**src/rtl/jtag_pkg.sv**
```systemverilog
// JTAG config master shared definitions.
// Sequencer states, IR opcodes and default register widths.
package jtag_pkg;

  localparam int IR_W_DEF  = 4;
  localparam int DR_W_DEF  = 8;
  localparam int TLR_TICKS = 6;

  localparam logic [3:0] IR_TAPCONFIG = 4'b0011;

  typedef enum logic [3:0] {
    TLR_SEQ,
    IDLE,
    IR_HDR,
    IR_SHIFT,
    IR_TAIL,
    DR_HDR,
    DR_SHIFT,
    DR_TAIL,
    DONE
  } jtag_state_e;

  function automatic logic is_active(jtag_state_e s);
    return !(s == IDLE || s == DONE);
  endfunction

endpackage

```
**src/rtl/jtag_tck_gen.sv**
```systemverilog
// TCK divider: toggles every HALF_DIV clocks while enabled.
// Strobes flag the CLK edge that will raise or lower TCK.
module jtag_tck_gen #(
  parameter int HALF_DIV = 2
) (
  input  logic clk,
  input  logic rst,
  input  logic enable,
  output logic tck_o,
  output logic tck_rise,
  output logic tck_fall
);

  localparam int DW = $clog2(HALF_DIV + 1);
  localparam logic [DW-1:0] LAST = DW'(HALF_DIV - 1);

  logic [DW-1:0] div_q, div_d;
  logic tck_q, tck_d;
  logic wrap;

  always_comb begin
    wrap  = enable && (div_q == LAST);
    div_d = '0;
    tck_d = 1'b0;
    if (enable) begin
      div_d = wrap ? '0 : div_q + 1'b1;
      tck_d = tck_q ^ wrap;
    end
  end

  always_ff @(posedge clk) begin
    if (rst) begin
      div_q <= '0;
      tck_q <= 1'b0;
    end else begin
      div_q <= div_d;
      tck_q <= tck_d;
    end
  end

  assign tck_o    = tck_q;
  assign tck_rise = wrap && !tck_q;
  assign tck_fall = wrap && tck_q;

endmodule

```
**src/rtl/jtag_config_master.sv**
```systemverilog
// JTAG initiator: TLR sync, then one IR scan plus one DR scan
// per accepted request, returning the captured DR bits.
module jtag_config_master
  import jtag_pkg::*;
#(
  parameter int IR_WIDTH = IR_W_DEF,
  parameter int DR_WIDTH = DR_W_DEF,
  parameter int HALF_DIV = 2
) (
  input  logic                CLK,
  input  logic                RST,
  input  logic                req_valid,
  output logic                req_ready,
  input  logic [IR_WIDTH-1:0] req_ir,
  input  logic [DR_WIDTH-1:0] req_dr,
  input  logic                req_skip_ir,
  output logic                rsp_valid,
  output logic [DR_WIDTH-1:0] rsp_dr,
  output logic                busy,
  output logic                TCK_O,
  output logic                TMS_O,
  output logic                TDI_O,
  input  logic                TDO_I
);

  localparam int MAXW = (IR_WIDTH > DR_WIDTH) ? IR_WIDTH : DR_WIDTH;
  localparam int CW   = $clog2(MAXW + 1);

  typedef logic [CW-1:0] cnt_t;

  jtag_state_e state_q, state_d;
  cnt_t cnt_q, cnt_d;
  logic [IR_WIDTH-1:0] ir_q, ir_d;
  logic [DR_WIDTH-1:0] dr_q, dr_d;
  logic [DR_WIDTH-1:0] cap_q, cap_d;
  logic [DR_WIDTH-1:0] rsp_dr_q, rsp_dr_d;
  logic tms_q, tms_d;
  logic tdi_q, tdi_d;
  logic tck_en, tck_rise, tck_fall;

  function automatic cnt_t last_tick(jtag_state_e s);
    case (s)
      TLR_SEQ:  return cnt_t'(TLR_TICKS - 1);
      IR_HDR:   return cnt_t'(3);
      IR_SHIFT: return cnt_t'(IR_WIDTH - 1);
      IR_TAIL:  return cnt_t'(1);
      DR_HDR:   return cnt_t'(2);
      DR_SHIFT: return cnt_t'(DR_WIDTH - 1);
      DR_TAIL:  return cnt_t'(1);
      default:  return '0;
    endcase
  endfunction

  function automatic jtag_state_e succ(jtag_state_e s);
    case (s)
      TLR_SEQ:  return IDLE;
      IR_HDR:   return IR_SHIFT;
      IR_SHIFT: return IR_TAIL;
      IR_TAIL:  return DR_HDR;
      DR_HDR:   return DR_SHIFT;
      DR_SHIFT: return DR_TAIL;
      DR_TAIL:  return DONE;
      default:  return IDLE;
    endcase
  endfunction

  // Idle holds TMS high: both headers open with a 1,
  // so accepting a request never moves TMS.
  function automatic logic tms_of(jtag_state_e s, cnt_t c);
    case (s)
      TLR_SEQ:            return c < cnt_t'(TLR_TICKS - 1);
      IR_HDR:             return c < cnt_t'(2);
      IR_SHIFT, DR_SHIFT: return c == last_tick(s);
      IR_TAIL, DR_HDR,
      DR_TAIL:            return c == '0;
      default:            return 1'b1;
    endcase
  endfunction

  always_ff @(posedge CLK) begin
    if (RST) begin
      state_q  <= TLR_SEQ;
      cnt_q    <= '0;
      ir_q     <= '0;
      dr_q     <= '0;
      cap_q    <= '0;
      rsp_dr_q <= '0;
      tms_q    <= 1'b1;
      tdi_q    <= 1'b0;
    end else begin
      state_q  <= state_d;
      cnt_q    <= cnt_d;
      ir_q     <= ir_d;
      dr_q     <= dr_d;
      cap_q    <= cap_d;
      rsp_dr_q <= rsp_dr_d;
      tms_q    <= tms_d;
      tdi_q    <= tdi_d;
    end
  end

  always_comb begin
    state_d  = state_q;
    cnt_d    = cnt_q;
    ir_d     = ir_q;
    dr_d     = dr_q;
    cap_d    = cap_q;
    rsp_dr_d = rsp_dr_q;
    unique case (state_q)
      IDLE: begin
        if (req_valid) begin
          ir_d    = req_ir;
          dr_d    = req_dr;
          cnt_d   = '0;
          state_d = req_skip_ir ? DR_HDR : IR_HDR;
        end
      end
      DONE: state_d = IDLE;
      default: begin
        if (tck_rise && state_q == DR_SHIFT)
          cap_d = {TDO_I, cap_q[DR_WIDTH-1:1]};
        if (tck_fall) begin
          if (state_q == IR_SHIFT) ir_d = ir_q >> 1;
          if (state_q == DR_SHIFT) dr_d = dr_q >> 1;
          if (cnt_q == last_tick(state_q)) begin
            state_d = succ(state_q);
            cnt_d   = '0;
          end else begin
            cnt_d = cnt_q + 1'b1;
          end
        end
      end
    endcase
    if (state_q == DR_TAIL && state_d == DONE)
      rsp_dr_d = cap_q;
    tms_d = tms_of(state_d, cnt_d);
    tdi_d = (state_d == IR_SHIFT) ? ir_d[0] :
            (state_d == DR_SHIFT) ? dr_d[0] : 1'b0;
  end

  always_comb begin
    req_ready = (state_q == IDLE);
    rsp_valid = (state_q == DONE);
    busy      = !(state_q == IDLE || state_q == TLR_SEQ);
    tck_en    = is_active(state_q);
  end

  jtag_tck_gen #(
    .HALF_DIV(HALF_DIV)
  ) u_tck (
    .clk     (CLK),
    .rst     (RST),
    .enable  (tck_en),
    .tck_o   (TCK_O),
    .tck_rise(tck_rise),
    .tck_fall(tck_fall)
  );

  assign TMS_O  = tms_q;
  assign TDI_O  = tdi_q;
  assign rsp_dr = rsp_dr_q;

endmodule

```
**config.mk**
```make
export PLATFORM = sky130hd
export DESIGN_NAME = jtag_config_master
export DESIGN_NICKNAME = d
export VERILOG_FILES = /design/src/rtl/jtag_pkg.sv /design/src/rtl/jtag_tck_gen.sv /design/src/rtl/jtag_config_master.sv
export SDC_FILE = /design/constraint.sdc
export NUM_CORES = 1
export LEC_CHECK = 0
export CAP_MARGIN = 20
export CORE_MARGIN = 2
export CORE_UTILIZATION = 58
export DETAILED_ROUTE_END_ITERATION = 7
export MAX_ROUTING_LAYER = met4
export PLACE_DENSITY = 0.8
export SETUP_SLACK_MARGIN = 0.02
export SYNTH_ARGS = -nofsm -noshare
export SYNTH_HDL_FRONTEND = slang
export SYNTH_SLANG_ARGS = --single-unit
```
**constraint.sdc**
```tcl
create_clock -name CLK -period 4.08 [get_ports CLK]
set_input_delay 0.816 -clock CLK [delete_from_list [all_inputs] [get_ports CLK]]
set_output_delay 0.816 -clock CLK [all_outputs]
set_load 0.1 [all_outputs]
```
* Yosys cells after proc, flatten, opt, wreduce, memory -nomap -nowiden
Cells that the tools add are included.
** Operators by class
- $lt $le $gt $ge :: 2
- Muxes and demuxes :: 26
- Equality and inequality tests :: 19
- Bitwise operators :: 3
- Add/sub/neg operators :: 2
- Reduce and logical (&&, ||, !) cells :: 28
** Operators by type and width (count)
- $mux 4 :: 12
- $eq 4x3->1 const B :: 8
- $pmux 3 s5 :: 2
- $mux 8 :: 3
- $pmux 4 s2 :: 3
- $pmux 4 s6 :: 1
- $eq 4x2->1 const B :: 4
- $pmux 8 s2 :: 1
- $reduce_or 2->1 :: 7
- $logic_not 4->1 :: 3
- $eq 4x4->1 :: 2
- $eq 4x4->1 const B :: 2
- $reduce_and 4->1 :: 2
- $reduce_bool 2->1 :: 3
- $reduce_or 3->1 :: 2
- $logic_and 1x1->1 :: 5
- $add 4x1->4 const B :: 1
- $eq 4x1->1 const B :: 1
- $lt 4x2->1 const B :: 1
- $lt 4x3->1 const B :: 1
- $pmux 1 s4 :: 1
- $logic_not 1->1 :: 3
- $mux 3 :: 1
- $add 2x1->2 const B :: 1
- 7 further kinds :: 10
** Storage, ports and cells
- Output and inout port bits :: 14
- Register bits after elaboration :: 41
- Logic and storage cells :: 92
- Input bits :: 17

* Logic depth before layout (Yosys ltp)
Gate-level depths: netlist of the first run.
- Depth after elaboration :: 17
- Mapped depth :: 14
- Depth with buffers taken out :: 12

* Cells and area by module
A second synthesis of the first run with hierarchy kept.
** Second synthesis, totals
- Cells, all modules :: 248
- Area total of the unflattened synthesis :: 2245.9 um^2
** By module, submodules not included
- jtag_config_master :: cells an instance 236, area an instance 2108.3 um^2, seq. area each 760.7 um^2, times used 1
- jtag_tck_gen :: cells an instance 12, area an instance 137.6 um^2, seq. area each 60.1 um^2, times used 1

* Least setup slack after synthesis of the first run
No wires, ideal clock.
- Path kind :: reg-to-reg
- Start :: register u_tck.tck_q (netlist: u_tck.tck_o)
- End :: register tms_q (netlist: TMS_O)
- Arrival time :: 2944 ps
- Path buffers :: 1
- Period minus slack after synthesis :: 3078 ps
- Required time :: 3946 ps
- Library setup time :: 134 ps
- Slack :: 1002 ps
- Cell stages (with the launch flop) :: 10
- Path through :: dfxtp_1 ha_1 clkbuf_1 nand4_1 or3_1 o22ai_1 nor2_1 nand4_1 a41oi_1 or4b_1
** On the way
- Word-level cells in the longest chain between the ends :: 9
- Elaborated cells between the ends (all ways) :: 23
- Those cells by class :: order compare (2); eq/ne (7); mux (7); reduce/logical (7)
** Ends and longest elaborated chain
- start, declared :: RTL line jtag_tck_gen.sv:18 : logic tck_q, tck_d;
- start signal, assigned :: RTL line jtag_tck_gen.sv:37 : tck_q <= tck_d;
- $logic_and 1x1->1 * :: RTL line jtag_tck_gen.sv:43 : assign tck_fall = wrap && tck_q;
- $mux 4 :: RTL line jtag_config_master.sv:122 : if (tck_fall) begin
- $pmux 4 s2 :: RTL line jtag_config_master.sv:109 : unique case (state_q)
- $eq 4x3->1 / $eq 4x2->1 (equally long branches) :: RTL line jtag_config_master.sv:42, jtag_config_master.sv:70
- $reduce_or 2->1 (no line)
- $pmux 3 s5 :: RTL line jtag_config_master.sv:42 : case (s)
- $mux 4 :: RTL line jtag_config_master.sv:70 : case (s)
- $eq 4x4->1 :: RTL line jtag_config_master.sv:73 : IR_SHIFT, DR_SHIFT: return c == last_tick(s);
- $pmux 1 s4 * :: RTL line jtag_config_master.sv:70
- end signal, assigned :: RTL line jtag_config_master.sv:97 : tms_q <= tms_d;
- end, declared :: RTL line jtag_config_master.sv:37 : logic tms_q, tms_d;
Every way passes the cells marked *; elsewhere a longest branch is shown, timed or not. The select of a mux whose other input is x is not followed.
A chain may end at the register's enable or synchronous reset.

* Worst setup path after layout of the first run
- Start :: register state_q[2]
- End :: register tms_q (netlist: TMS_O)
** On the way
- Word-level cells in the longest chain between the ends :: 15
- Elaborated cells between the ends (all ways) :: 45
- Those cells by class :: order compare (2); eq/ne (16); mux (14); reduce/logical (13)
** Ends and longest elaborated chain
- start, declared :: RTL line jtag_config_master.sv:31 : jtag_state_e state_q, state_d;
- start signal, assigned :: RTL line jtag_config_master.sv:91 : state_q <= state_d;
- $eq 4x3->1 / $eq 4x2->1 (equally long branches) :: RTL line jtag_config_master.sv:42, jtag_config_master.sv:55
- $reduce_or 2->1 (no line)
- $pmux 3 s5 :: RTL line jtag_config_master.sv:42
- $mux 4 :: RTL line jtag_config_master.sv:122
- $mux 4 :: RTL line jtag_config_master.sv:109
- $eq 4x4->1 :: RTL line jtag_config_master.sv:125 : if (cnt_q == last_tick(state_q)) begin
- $mux 4 :: RTL line jtag_config_master.sv:125
- $mux 4 :: RTL line jtag_config_master.sv:122
- $pmux 4 s2 :: RTL line jtag_config_master.sv:109
- $eq 4x3->1 / $eq 4x2->1 (equally long branches) :: RTL line jtag_config_master.sv:42, jtag_config_master.sv:70
- $reduce_or 2->1 (no line)
- $pmux 3 s5 :: RTL line jtag_config_master.sv:42
- $mux 4 :: RTL line jtag_config_master.sv:70
- $eq 4x4->1 :: RTL line jtag_config_master.sv:73
- $pmux 1 s4 * :: RTL line jtag_config_master.sv:70
Marked as above.

==> flow_summary.ini, run 1 <==
[status]
status = finished clean

[power]
internal_power_w = 0.000553
seq_power_share = 0.557
pwr-share-comb = 0.090
p_per_area_nw_per_um2 = 290
p_leak_nw = 0.994
p_clk_frac = 0.353
power.switching_w = 0.000183
swShare = 0.248
peakVddDrop_mv = 0.248

[floorplan]
die_w_um = 65.0
ioPinCount = 31
die_y_um = 65.0
core_sq_um = 3630
die_area_sq_um = 4230
initial_core_util = 0.595
row_count = 22

[place]
dp.cells = 310
place.gp.congestion = 0.898
portBuffers = 30
dpl.hpwl_um = 3250
pre_cts_ws_ns = 0.796

[global_routing]
grt_pass1_wl_um = 7640
track_usage = 0.237
use_met2 = 0.375
grt_util_met1 = 0.312
antenna_found_initial = 0
grt_busiest_layer = met2
grt_start_max_net_pins = 27
grt-ovfl-total = 0
grt_pass1_vias = 1641
gr-usage-met3 = 0.0521

[routing]
drc = 0
antenna_left = 0
totalWireLength_um = 4590
drt_iter0_markers = 208
routed-via-count = 1863
dr.pass1.iters = 4
post_drt_wl_per_cell_um = 14.4
viasPerCell = 5.86

[setup_path]
worst_setup_path_start_kind = register
reg2reg_depth = 11
path_cells = nor2_1, nand2_1, and2_1, ha_1, nand4_1, or3_1, o22ai_1, nor2_1, nand4_1, a41oi_1, or4b_1
worst_ep_arrival_time_ns = 3.46
worstPathMaxFanout = 18
crit_slowest_cell = dfxtp_1
cpPeakStageDelay_ns = 0.67
required_ns = 4.24
path_class = reg -> reg
end_kind = register

[clocking]
cts_tree = yes
cts.sinks = 41
hold_buffers = 0
post-cts-setup-buffers = 0
cts_buffers = 5
cts_root_buffer = clkbuf_8
htree_levels = 2
clockBufferDepth = 2
clock_latency_ns = 0.29
clkTransAtPathRegs_ns = 0.08
cts_resized = 0

[logic_synthesis]
synth.most_common_cell = dfxtp_1
synth-edff-count = 0
synth_cell_types = 60
yosys-top-cells-count = dfxtp_1 (41), nor2_1 (40), mux2i_1 (18), nand2_1 (15), a21oi_1 (10)
synth.top_cell.area_share = 0.380
syn_inst = 245
synth_area_sq_um = 2160
synth-seq-cells = 41
seq_area_frac_synth = 0.380
syn_area_per_cell_sq_um = 8.82
yosysWarnings = 0
synthArstFlopShare = 0
synthTopCellsByArea = dfxtp_1 (38%), mux2i_1 (8.3%), nor2_1 (6.9%)
yosysTopAreaCell = dfxtp_1
synth_ff_type = dfxtp_1
synth_fp_nets = 266

[layout]
area.growth.synth_to_final_pct = 17.4
final_cell_count_no_fill = 318
regArea_sq_um = 821
drive_gt1_frac = 0.107
antenna_cells = 0
nNetsFinal = 290
fillCellCount = 316
multiInputGateArea_sq_um = 1230

[sta]
period_minus_slack_ns = 3.30
fin_tns_setup_ns = 0
skew_ns = 0.00711
finalHoldWorstSlack_ns = 0.436
worstMarginPinSlew_ns = 0.987
setup_viol = 0
slew_headroom = 0.340
setup_ws_ns = 0.784
hold_viol_final = 0
period_share = 0.808
rsz0062_at_grt = false
fmax_mhz = 303
maxSlewViolCount = 0

[worst_hold_path]
whs_path_depth = 1
worst_hold_path_type = reg -> reg

[flow_run]
cap_violations = 0
layer usage:
metal / wire, um / share of wire
met4: 36 / 0.0079
met1: 2220 / 0.48
met3: 154 / 0.034
met5: 0 / 0
met2: 2170 / 0.47
flip-flops by register name, indices dropped and copies added (netlist names):
signal       cells
cap_q            8
dr_q             8
rsp_dr           8
cnt_q            4
ir_q             4
state_q          4
u_tck.div_q      2
TDI_O            1
TMS_O            1
u_tck.tck_o      1
area by class of cell:
class / count / share of cell area
Clock buffer: 5 / 0.0271
Clock inverter: 3 / 0.00691
Inverter: 4 / 0.00592
Multi-Input combinational cell: 183 / 0.485
Sequential cell: 41 / 0.324
Tap cell: 48 / 0.0237
Timing Repair Buffer: 34 / 0.127
cells in the final DEF (no fill, tap or decap), drive strengths merged, types with 3 or more instances in the layout:
| master | Yosys | layout |
|---|---|---|
| nor3b | 4 | 4 |
| mux2i | 18 | 18 |
| nand4 | 5 | 5 |
| buf | 8 | 7 |
| nor2b | 8 | 8 |
| nor3 | 4 | 4 |
| and2 | 8 | 8 |
| nand2b | 3 | 3 |
| o21ai | 4 | 4 |
| ha | 4 | 4 |
| clkdlybuf4s50 | 0 | 27 |
| clkbuf | 9 | 5 |
| dfxtp | 41 | 41 |
| or3 | 5 | 5 |
| nand3 | 3 | 3 |
| inv | 4 | 4 |
| a21oi | 11 | 11 |
| a22oi | 3 | 3 |
| nor4 | 4 | 4 |
| a222oi | 6 | 6 |
| nand2 | 15 | 15 |
| nor2 | 40 | 40 |
stage by stage:
stage	util	area, sq um	total power, W
after CTS	0.698	2540	0.000743
after detailed placement	0.674	2450	0.000486
after global routing	0.698	2540	0.000761
after global placement	0.674	2450	0.000485
after floorplan	-	2160	0.000459
final	0.698	2540	0.000735
path summary, 6_finish.rpt:
kind	start	to	slack (ns)
hold reg to reg	u_tck.div_q[0]	u_tck.div_q[0]	0.44
setup / recovery	state_q[2]	TMS_O	0.78
hold / removal	u_tck.div_q[0]	u_tck.div_q[0]	0.44
setup reg to reg	state_q[2]	TMS_O	0.78
cells by family after synthesis:
logic type / after synthesis / share of synthesized area
fa+ha+maj: 4 / 0.0232
buf+inv: 21 / 0.0504
flops: 41 / 0.380
simple gates: 110 / 0.269
compound gates: 49 / 0.186
mux: 18 / 0.0834
xor+xnor: 2 / 0.00811
critical path: cells and delay by family, from the launching register on:
family / cells / cell delay, ns
AO/OA/AOI/OAI: 2 / 0.38
flip-flops: 1 / 0.67
adder cells (fa/ha/maj): 1 / 0.37
AND/OR/NAND/NOR: 8 / 1.74
power groups by stage:
stage | sequential [W] | clock, W | combinational [W]
floorplan | 0.000432 | 0 | 0.0000266
global placement | 0.000419 | 0 | 0.0000657
detailed placement | 0.000419 | 0 | 0.0000667
CTS | 0.000410 | 0.000267 | 0.0000669
global route | 0.000411 | 0.000278 | 0.0000722
finish | 0.000410 | 0.000259 | 0.0000662
Power figures use the tool's default switching activity.
==> inputs of run 2 (changes only) <==
CORE_UTILIZATION = 54   (was 58)
PLACE_DENSITY = 0.75   (was 0.8)
clock period = 3.13 ns   (was 4.08 ns; I/O delays follow)
==> run 2 against run 1 <==
  * Sequential power is 30% higher
  * Highest routed layer unchanged
  * Count of clock-buffer cells in the layout stayed put
  * Largest cell class unchanged
  * Critical endpoint unchanged
  * Final area is 2.5% higher
==> flow_summary.ini, run 2 (synthesized netlist as in run 1, its figures left out) <==
[routing]
routed-via-count = 1949
drc = 0
viasPerCell = 6.03
post_drt_wl_per_cell_um = 14.9
totalWireLength_um = 4820
antenna_left = 0
drt_iter0_markers = 229
dr.pass1.iters = 6

[sta]
period_minus_slack_ns = 2.88
skew_ns = 0.00630
fin_tns_setup_ns = 0
maxSlewViolCount = 0
period_share = 0.920
rsz0062_at_grt = false
worstMarginPinSlew_ns = 0.768
setup_viol = 0
slew_headroom = 0.485
fmax_mhz = 347
hold_viol_final = 0

[layout]
antenna_cells = 0
multiInputGateArea_sq_um = 1260
nNetsFinal = 295
fillCellCount = 326
final_common_cell = dfxtp_1
final_cell_count_no_fill = 323
finish.utilization = 0.695
area.growth.synth_to_final_pct = 20.3
regArea_sq_um = 821
drive_gt1_frac = 0.167
final_cell_mix = dfxtp_1 (41), nor2_1 (40), buf_4 (23), mux2i_1 (18), clkdlybuf4s50_1 (16)
design_area_sq_um = 2600

[place]
dpl.hpwl_um = 3360
portBuffers = 30
dp.cells = 315
dpl_cell_area_sq_um = 2460
place.gp.congestion = 0.868

[floorplan]
die_y_um = 67.3
row_count = 22
die_area_sq_um = 4520
core_sq_um = 3740
initial_core_util = 0.577
ioPinCount = 31
die_w_um = 67.3

[global_routing]
grt_start_max_net_pins = 40
grt-ovfl-total = 0
grt_pass1_vias = 1724
track_usage = 0.238
antenna_found_initial = 0
grt_pass1_wl_um = 7960

[clocking]
cts_buffers = 5
cts.sinks = 41
hold_buffers = 0
cts_root_buffer = clkbuf_8
htree_levels = 2
clockBufferDepth = 2
clkTransAtPathRegs_ns = 0.08
cts_tree = yes
clock_latency_ns = 0.29

[worst_hold_path]
holdPathEnd = u_tck.div_q[0]
whs_path_depth = 1
worst_hold_path_type = reg -> reg
worstHoldStart = u_tck.div_q[0]

[setup_path]
end_kind = register
worstPathMaxFanout = 8
rr_endpoint = TMS_O
required_ns = 3.30
worst_setup_path_start_kind = register
reg2reg_from = state_q[2]
reg2reg_depth = 10
worst_ep_arrival_time_ns = 3.05
path_class = reg -> reg
r2r_slack_ns = 0.25

[power]
internal_power_w = 0.000806
p_per_area_nw_per_um2 = 403
pwr-share-comb = 0.083
peakVddDrop_mv = 0.330
power.switching_w = 0.000243
swShare = 0.231
p_leak_nw = 1.06
seq_power_share = 0.509
p_clk_frac = 0.408

[status]
status = finished clean

[flow_run]
cap_violations = 0
run 2: changes by cell type in the layout (fill, tap and decap cells not counted), sizes merged:
cell	change
bufinv	+1
buf	+16
inv	+1
clkdlybuf4s50	-11
clkinvlp	-1
clkinv	-1
run 2: repair_timing:
item / in CTS / in global routing
resized for setup: 0 / 3
setup buffers: 0 / 0
endpoints found under the setup margin: 0 / 1
run 2: critical path: stages (launching register included):
cell and delay, ns:
dfxtp_1 0.32, nor2_1 0.23, nand2_1 0.14, and2_1 0.20
ha_1 0.29, and4_4 0.25, and2_4 0.17, a311o_1 0.41
nand4_1 0.11, a41oi_1 0.11, or4b_1 0.53
run 2: layout make-up:
type	instances	area share
clock buffers	5	0.0265
multi-input cells	183	0.484
repair buffers	39	0.128
inverters	4	0.00577
clock inverters	3	0.0168
flip-flops and latches	41	0.316
well taps	48	0.0231
run 2: routing by layer:
layer,vias up,global-route usage,routed length (um)
li1,952,-,-
met4,0,0.0893,123
met3,16,0.0517,218
met5,-,-,0
met1,921,0.308,2220
met2,60,0.364,2260
run 2: worst max path at each step:
stage          slack (ns)  endpoint   startpoint  cells after the start
6_report             0.25     TMS_O   state_q[2]                     10
5_1_grt              0.08     TMS_O   state_q[2]                     10
4_1_cts              0.21     TMS_O   state_q[0]                     10
3_5_place_dp         0.08     TMS_O    req_valid                      9
3_3_place_gp         0.11     TMS_O    req_valid                      9
2_1_floorplan        0.05     TMS_O  u_tck.tck_o                      9
run 2: metrics by stage:
stage | setup slack, ns | hold WS (ns) | power (W)
after floorplan | 0.0523 | 0.407 | 0.000598
after global placement | 0.109 | 0.420 | 0.000632
after detailed placement | 0.0786 | 0.432 | 0.000633
after CTS | 0.208 | 0.443 | 0.00106
after global routing | 0.0774 | 0.455 | 0.00109
final | 0.251 | 0.444 | 0.00105
run 2: power by group through the flow:
stage,logic [W],clock network [W],registers (W)
floorplan,0.0000346,0,0.000563
global placement,0.0000858,0,0.000546
detailed placement,0.0000870,0,0.000546
CTS,0.0000870,0.000436,0.000534
global route,0.0000948,0.000459,0.000535
finish,0.0000870,0.000427,0.000534
